[src/rtl/spi_recv.sv]
// spi_recv: SPI-slave receiver turning MOSI frames into single-beat AXI writes
module spi_recv #(
    parameter int FIFO_DEPTH  = 8,
    parameter int SYNC_STAGES = 2
) (
    input  logic        axi_aclk,
    input  logic        axi_areset,
    input  logic        spi_clk,
    input  logic        spi_mosi,
    input  logic        spi_cs,
    output logic [15:0] axi_awaddr,
    output logic        axi_awvalid,
    input  logic        axi_awready,
    output logic [7:0]  axi_wdata,
    output logic        axi_wvalid,
    input  logic        axi_wready,
    output logic        axi_wlast,
    input  logic [1:0]  axi_bresp,
    input  logic        axi_bvalid,
    output logic        axi_bready,
    output logic        rx_overflow,
    output logic        wr_error,
    output logic        busy
);
    localparam int AW = $clog2(FIFO_DEPTH);
    localparam logic [1:0] S_IDLE = 2'd0;
    localparam logic [1:0] S_SEND = 2'd1;
    localparam logic [1:0] S_RESP = 2'd2;

    logic [SYNC_STAGES-1:0] sclk_sync, cs_sync, mosi_sync;
    logic sclk_q, cs_q, sclk_s, cs_s, mosi_s, sclk_rise, cs_rise;
    logic [7:0] shreg;
    logic [2:0] bit_cnt;
    logic byte_done;
    logic [1:0] hdr_cnt;
    logic [7:0] addr_hi;
    logic [15:0] addr;
    logic [23:0] mem [FIFO_DEPTH];
    logic [AW:0] wr_ptr, rd_ptr;
    logic full, empty, push, pop, data_byte;
    logic [1:0] state;

    // Edge detection on the synchronised SPI inputs plus FIFO/FSM status decode
    always_comb begin
        sclk_s    = sclk_sync[SYNC_STAGES-1];
        cs_s      = cs_sync[SYNC_STAGES-1];
        mosi_s    = mosi_sync[SYNC_STAGES-1];
        sclk_rise = sclk_s & ~sclk_q & ~cs_s;
        cs_rise   = cs_s & ~cs_q;
        empty     = wr_ptr == rd_ptr;
        full      = (wr_ptr[AW] != rd_ptr[AW]) && (wr_ptr[AW-1:0] == rd_ptr[AW-1:0]);
        pop       = (state == S_IDLE) && !empty;
        data_byte = byte_done && (hdr_cnt == 2'd2);
        push      = data_byte && (!full || pop);
        busy      = ~cs_s | ~empty | (state != S_IDLE);
    end

    // Synchronisers; cs idles high so reset never looks like an active frame
    always_ff @(posedge axi_aclk or posedge axi_areset) begin
        if (axi_areset) begin
            sclk_sync <= '0;
            cs_sync   <= '1;
            mosi_sync <= '0;
            sclk_q    <= 1'b0;
            cs_q      <= 1'b1;
        end else begin
            sclk_sync <= {sclk_sync[SYNC_STAGES-2:0], spi_clk};
            cs_sync   <= {cs_sync[SYNC_STAGES-2:0], spi_cs};
            mosi_sync <= {mosi_sync[SYNC_STAGES-2:0], spi_mosi};
            sclk_q    <= sclk_s;
            cs_q      <= cs_s;
        end
    end

    // Bit shifter; shreg holds the finished byte during the byte_done cycle
    always_ff @(posedge axi_aclk or posedge axi_areset) begin
        if (axi_areset) begin
            shreg     <= '0;
            bit_cnt   <= '0;
            byte_done <= 1'b0;
        end else begin
            byte_done <= sclk_rise && (bit_cnt == 3'd7);
            if (cs_rise) begin
                shreg   <= '0;
                bit_cnt <= '0;
            end else if (sclk_rise) begin
                shreg   <= {shreg[6:0], mosi_s};
                bit_cnt <= bit_cnt + 3'd1;
            end
        end
    end

    // Header decode and address counter; a same-cycle cs edge resets after the byte is used
    always_ff @(posedge axi_aclk or posedge axi_areset) begin
        if (axi_areset) begin
            hdr_cnt     <= '0;
            addr_hi     <= '0;
            addr        <= '0;
            rx_overflow <= 1'b0;
        end else begin
            if (byte_done) begin
                if (hdr_cnt == 2'd0) begin
                    addr_hi <= shreg;
                    hdr_cnt <= 2'd1;
                end else if (hdr_cnt == 2'd1) begin
                    addr    <= {addr_hi, shreg};
                    hdr_cnt <= 2'd2;
                end else begin
                    addr <= addr + 16'd1;
                    if (!push)
                        rx_overflow <= 1'b1;
                end
            end
            if (cs_rise)
                hdr_cnt <= 2'd0;
        end
    end

    // FIFO pointers; an extra wrap bit distinguishes full from empty
    always_ff @(posedge axi_aclk or posedge axi_areset) begin
        if (axi_areset) begin
            wr_ptr <= '0;
            rd_ptr <= '0;
        end else begin
            if (push)
                wr_ptr <= wr_ptr + (AW+1)'(1);
            if (pop)
                rd_ptr <= rd_ptr + (AW+1)'(1);
        end
    end

    // FIFO storage; contents need no reset since the pointers define validity
    always_ff @(posedge axi_aclk) begin
        if (push)
            mem[wr_ptr[AW-1:0]] <= {addr, shreg};
    end

    // AXI write FSM: one outstanding transaction, AW and W channels retire independently
    always_ff @(posedge axi_aclk or posedge axi_areset) begin
        if (axi_areset) begin
            state       <= S_IDLE;
            axi_awaddr  <= '0;
            axi_wdata   <= '0;
            axi_awvalid <= 1'b0;
            axi_wvalid  <= 1'b0;
            axi_wlast   <= 1'b0;
            axi_bready  <= 1'b0;
            wr_error    <= 1'b0;
        end else begin
            case (state)
                S_IDLE: begin
                    if (pop) begin
                        axi_awaddr  <= mem[rd_ptr[AW-1:0]][23:8];
                        axi_wdata   <= mem[rd_ptr[AW-1:0]][7:0];
                        axi_awvalid <= 1'b1;
                        axi_wvalid  <= 1'b1;
                        axi_wlast   <= 1'b1;
                        state       <= S_SEND;
                    end
                end
                S_SEND: begin
                    if (axi_awready)
                        axi_awvalid <= 1'b0;
                    if (axi_wready) begin
                        axi_wvalid <= 1'b0;
                        axi_wlast  <= 1'b0;
                    end
                    if ((!axi_awvalid || axi_awready) && (!axi_wvalid || axi_wready)) begin
                        axi_bready <= 1'b1;
                        state      <= S_RESP;
                    end
                end
                S_RESP: begin
                    if (axi_bvalid) begin
                        axi_bready <= 1'b0;
                        if (axi_bresp != 2'b00)
                            wr_error <= 1'b1;
                        state <= S_IDLE;
                    end
                end
                default: state <= S_IDLE;
            endcase
        end
    end
endmodule

[config.mk]
export PLATFORM = sky130hd
export DESIGN_NAME = spi_recv
export DESIGN_NICKNAME = d
export VERILOG_FILES = /design/src/rtl/spi_recv.sv
export SDC_FILE = /design/constraint.sdc
export NUM_CORES = 1
export LEC_CHECK = 0
export CORE_MARGIN = 3
export CORE_UTILIZATION = 60
export CTS_CLUSTER_SIZE = 24
export DETAILED_ROUTE_END_ITERATION = 10
export PLACE_DENSITY = 0.79
export SKIP_CTS_REPAIR_TIMING = 1
export SYNTH_ARGS = -nofsm -noshare
export SYNTH_HDL_FRONTEND = slang
export SYNTH_SLANG_ARGS = --single-unit
[constraint.sdc]
create_clock -name axi_aclk -period 4.3 [get_ports axi_aclk]
set_input_delay 0.86 -clock axi_aclk [delete_from_list [all_inputs] [get_ports axi_aclk]]
set_output_delay 0.86 -clock axi_aclk [all_outputs]
set_load 0.02 [all_outputs]
* Word level (Yosys, flattened, before mapping)
Memories as Yosys holds them, arrays and structs flattened. A register that Yosys moved wholly into a read port is not among the register bits. Cells that the tools add are included.
Cells by class: reduce and logical (&&, ||, !) cells 32, mux-type cells 23, equal/unequal tests 13, bitwise gates (word level) 12, $add $sub $neg 4
Operators by type and width (number):
- 16-bit by 1-bit adder with 16-bit output (second input constant) | 1
- 16-bit two-way mux | 1
- 8-bit two-way mux | 2
- 3-bit AND reduction | 5
- 2-bit two-way mux | 7
- 2-bit nonzero test | 6
- 2-bit != test (second input constant) | 5
- 4-bit by 1-bit adder with 4-bit output (second input constant) | 2
- 2-bit AND reduction | 4
- 1-bit two-way mux | 7
- 1-bit NOT | 7
- 1-bit logical AND | 6
- 3-bit two-way mux | 2
- 1-bit one-hot mux with 2 select lines | 3
- 2-bit one-hot mux with 3 select lines | 1
- 2-bit by 1-bit == test with 1-bit output (second input constant) | 2
- 2-bit == test (second input constant) | 2
- 4-bit == test | 1
- 1-bit logical NOT | 4
- 2-bit logical NOT | 2
- 4-bit AND reduction | 1
- 3-bit by 1-bit adder with 3-bit output (second input constant) | 1
- 1-bit bitwise AND | 3
- 3-bit == test | 1
- other kinds (5) | 8
Storage, ports and cells: input bits 10, RAM bits 192, bits in registers 61, memories 1, word-level logic and storage cells 104, output and inout port bits 31
Memory list:
- mem | depth 8, width 24, read ports 1, clocked after Yosys merged registers in 1, write ports 1, line 38 | logic [23:0] mem [FIFO_DEPTH];

* Depth between registers and ports, before layout
depth after elaboration 7, mapped depth 7, depth with buffers taken out 5

* Worst setup path after synthesis
Ideal clock, no wire load.
path type register to register, start point register state[1], end point memory mem[4][0], enable pin, arrival time 3.320 ns, clock period less this slack 3.786 ns, required time 3.834 ns, slack 0.514 ns, cell stages (with the launch flop) 5, cell sequence dfrtp_1 -> or2_1 -> nand2_1 -> nor2_1 -> nor4_1
Between the ends: word-level cells in the longest chain between the ends 6
RTL lines:
- start, declared | line 41 | logic [1:0] state;
- start signal, assigned | line 141 | state <= S_IDLE;
- start signal, assigned | line 158 | state <= S_SEND;
- start signal, assigned | line 170 | state <= S_RESP;
- 2-bit logical NOT | line 52 | pop = (state == S_IDLE) && !empty;
- 1-bit logical AND | line 52
- 1-bit logical OR | line 54 | push = data_byte && (!full || pop);
- 1-bit logical AND | line 54
- 1-bit two-way mux | line 134 | if (push)
- 1-bit two-way mux (implied by the code) | line 135 | mem[wr_ptr[AW-1:0]] <= {addr, shreg};
- end, declared | line 38
Every way passes these cells.

* Worst setup path after layout
start point register wr_ptr[1], end point output port busy
Between the ends: word-level cells in the longest chain between the ends 4
RTL lines:
- start, declared | line 39 | logic [AW:0] wr_ptr, rd_ptr;
- start signal, assigned | line 126 | wr_ptr <= wr_ptr + (AW+1)'(1);
- 4-bit == test | line 50 | empty = wr_ptr == rd_ptr;
- 1-bit NOT | line 55 | busy = ~cs_s | ~empty | (state != S_IDLE);
- 1-bit OR (2 in series) | line 55
- end, declared | line 23 | output logic busy
Every way passes these cells.

==> flow_metrics.tcl <==
set metrics [dict create \
    outcome "finished clean" \
    tightest_slew_ns 0.991 \
    htree_levels 1 \
    synth.distinct_cells 55 \
    crit_type "flip-flop to output port" \
    vias 5854 \
    end_kind "output port" \
    finalNetCount 692 \
    total_power_w 0.00529 \
    routedWlPerCell_um 23.2 \
    final_cell_mix "edfxtp_1, dfrtp_1, mux4_2" \
    final-hold-violation-count 0 \
    critPathMaxFanout 8 \
    gp_congestion 0.909 \
    ios 41 \
    async_flop_share_pct 30.7 \
    io_buffers 40 \
    whs_ns 0.350 \
    clk_pin_slew_ns 0.06 \
    synthCells 626 \
    antenna_found_initial 0 \
    start_util_pct 62.3 \
    post-route-util_pct 70.6 \
    mostFrequentLayoutCell "edfxtp_1" \
    dpl.hpwl_um 12400 \
    maxCapViolations 0 \
    synth-edff-count 192 \
    coreArea_um2 17600 \
    p_int_w 0.00423 \
    viasPerCell 6.35 \
    p_sw_w 0.00107 \
    die_area_um2 19900 \
    p_sw_share_pct 20.2 \
    syn_to_final_growth_pct 13.3 \
    clock-sinks 277 \
    yosysWarnings 0 \
    hp-class "flip-flop to flip-flop" \
    comb_power_share_pct 3.5 \
    syn_nets 641 \
    design_area_um2 12400 \
    grt_use_met2_pct 37.0 \
    setup_viol 0 \
    drtPass1Iterations 5 \
    post_dp_cell_area_um2 11600 \
    worstHoldStart "mosi_sync[0]$_DFF_PP0_" \
    busiest_layer "met2" \
    fin_crit_sh_pct 79.8 \
    grt_pass1_wl_um 34600 \
    syn-cell-area_um2 11000 \
    clockBufferDepth 3 \
    seq_power_share_pct 54.7 \
    synth-seq-cells 277 \
    gr-usage-met1_pct 32.3 \
    routed_wl_um 21400 \
    fmax_ghz 0.291 \
    first_iter_violations 519 \
    arrival_ns 2.57 \
    antennaDiodeCount 0 \
    irDropWorstVdd_uv 349 \
    remaining_drc_errors 0 \
    synth_top_flop_cell "edfxtp_1" \
    crit_path_start "wr_ptr[1]$_DFFE_PP0P_" \
    post-route-min-period_ns 3.43 \
    power_density_nw_per_um2 426 \
    start_kind "flip-flop" \
    finClkSkew_ns 0.00831 \
    power.leakage_nw 3.95 \
    cts_buffers 26 \
    insertion_delay_ns 0.52 \
    antenna_left 0 \
    setup_tns_ns 0 \
    yosysSeqAreaShare_pct 72.1 \
    met3_usage_pct 3.73 \
    grt_pass1_vias 6033 \
    avgSynthCellArea_um2 17.5 \
    r2r-start "byte_done$_DFF_PP0_" \
    maxSlewHeadroom_pct 33.9 \
    track_usage_pct 22.4 \
    die_x_um 141 \
    clkPwrFrac_pct 41.8 \
    slew_violations 0 \
    gr-total-overflow 0 \
    dieHeight_um 141 \
    cts_tree "yes" \
    root_buffer "clkbuf_16" \
    final_layout_size_suffix_gt1_share_pct 20.1 \
    cp.required_ns 3.44 \
    num_rows 48 \
    grt_max_degree 55 \
    rsz0062_at_grt "false" \
]
## registers in the layout (all words and copies together) (netlist names), 3 cells and up
signal and flops:
addr 16, rd_ptr 4, bit_cnt 3, shreg 8, wr_ptr 4, axi_awaddr 16, mem 192, addr_hi 8
axi_wdata 8
## per-layer routing
layer / wire, um / part of all wire (%)
met2: 10700 / 50
met4: 392 / 1.8
met5: 0 / 0
met3: 1440 / 6.7
met1: 8870 / 41
## cell type report
cell class | count | area, um2
timing repair buffer | 57 | 528
clock inverter | 18 | 135
clock buffer | 30 | 697
multi-input combinational | 305 | 2840
fill | 1050 | 5180
tap | 225 | 282
sequential | 277 | 7900
inverter | 10 | 38.8
## power by group through the flow
| stage | Clock (W) | Combinational (W) | Sequential (W) |
|---|---|---|---|
| global route | 0.00235 | 0.000205 | 0.00290 |
| finish | 0.00221 | 0.000187 | 0.00289 |
| floorplan | 0 | 0.0000977 | 0.00296 |
| CTS | 0.00224 | 0.000192 | 0.00289 |
| global placement | 0 | 0.000186 | 0.00294 |
| detailed placement | 0 | 0.000191 | 0.00295 |
## worst max-delay path, cell delays in order, from the launching register on
cell,delay [ns]
dfrtp_1,0.46
xnor2_1,0.28
nand3_2,0.21
or4_1,0.55
clkdlybuf4s50_1,0.56
## per-stage QoR
step	cells	setup slack, ns
CTS	922	0.852
global placement	874	1.51
detailed placement	874	1.37
global route	922	0.758
floorplan	626	0.514
finish	922	0.867
## cells in the mapped netlist (2+ instances only)
| master | number | share of area [%] |
|---|---|---|
| nor4_2 | 2 | 0.23 |
| xor2_1 | 4 | 0.32 |
| nand3_1 | 7 | 0.32 |
| dfstp_2 | 3 | 0.72 |
| nor4_1 | 5 | 0.29 |
| nor2_1 | 16 | 0.55 |
| o32ai_1 | 3 | 0.24 |
| nor2b_1 | 3 | 0.17 |
| a22o_1 | 12 | 0.96 |
| o21ai_0 | 24 | 1.1 |
| or4_1 | 3 | 0.21 |
| nand4_2 | 2 | 0.23 |
| edfxtp_1 | 192 | 53 |
| ha_1 | 5 | 0.57 |
| xnor2_1 | 7 | 0.56 |
| buf_6 | 6 | 0.62 |
| nor3_1 | 8 | 0.37 |
| a21oi_1 | 20 | 0.91 |
| o31ai_1 | 3 | 0.21 |
| clkbuf_1 | 7 | 0.24 |
| nand2b_1 | 5 | 0.29 |
| mux4_2 | 48 | 9.9 |
| mux2_2 | 11 | 1.1 |
| o22ai_1 | 7 | 0.40 |
| buf_4 | 7 | 0.48 |
| o21ai_1 | 11 | 0.50 |
| nand3_2 | 2 | 0.18 |
| mux2i_1 | 29 | 2.6 |
| nand2_1 | 46 | 1.6 |
| buf_2 | 13 | 0.59 |
| dfrtp_1 | 82 | 19 |
| inv_1 | 10 | 0.34 |
## worst paths after layout
check,cells after the start,slack [ns],to
setup reg to reg,4,1.29,mem[2][10]$_DFFE_PP_
setup / recovery,4,0.87,busy
hold / removal,0,0.35,mosi_sync[1]$_DFF_PP0_
hold reg to reg,0,0.35,mosi_sync[1]$_DFF_PP0_
max in group asynchronous,3,2.77,shreg[4]$_DFFE_PP0P_
min in group asynchronous,2,0.65,wr_ptr[3]$_DFFE_PP0P_
## cell families (layout without fill, tap and decap cells)
family                     Yosys count  in the layout  synth area share [%]
adders and majority gates            5              5                 0.571
muxes                               89             89                  13.8
AOI/OAI and AO/OA                   90             90                  5.10
buffers and inverters               44            115                  2.31
DFF                                277            277                  72.1
xor gates and xnor gates            12             12                  1.03
and+or+nand+nor                    109            109                  5.15
No activity file was read; power rests on OpenSTA's default activity.
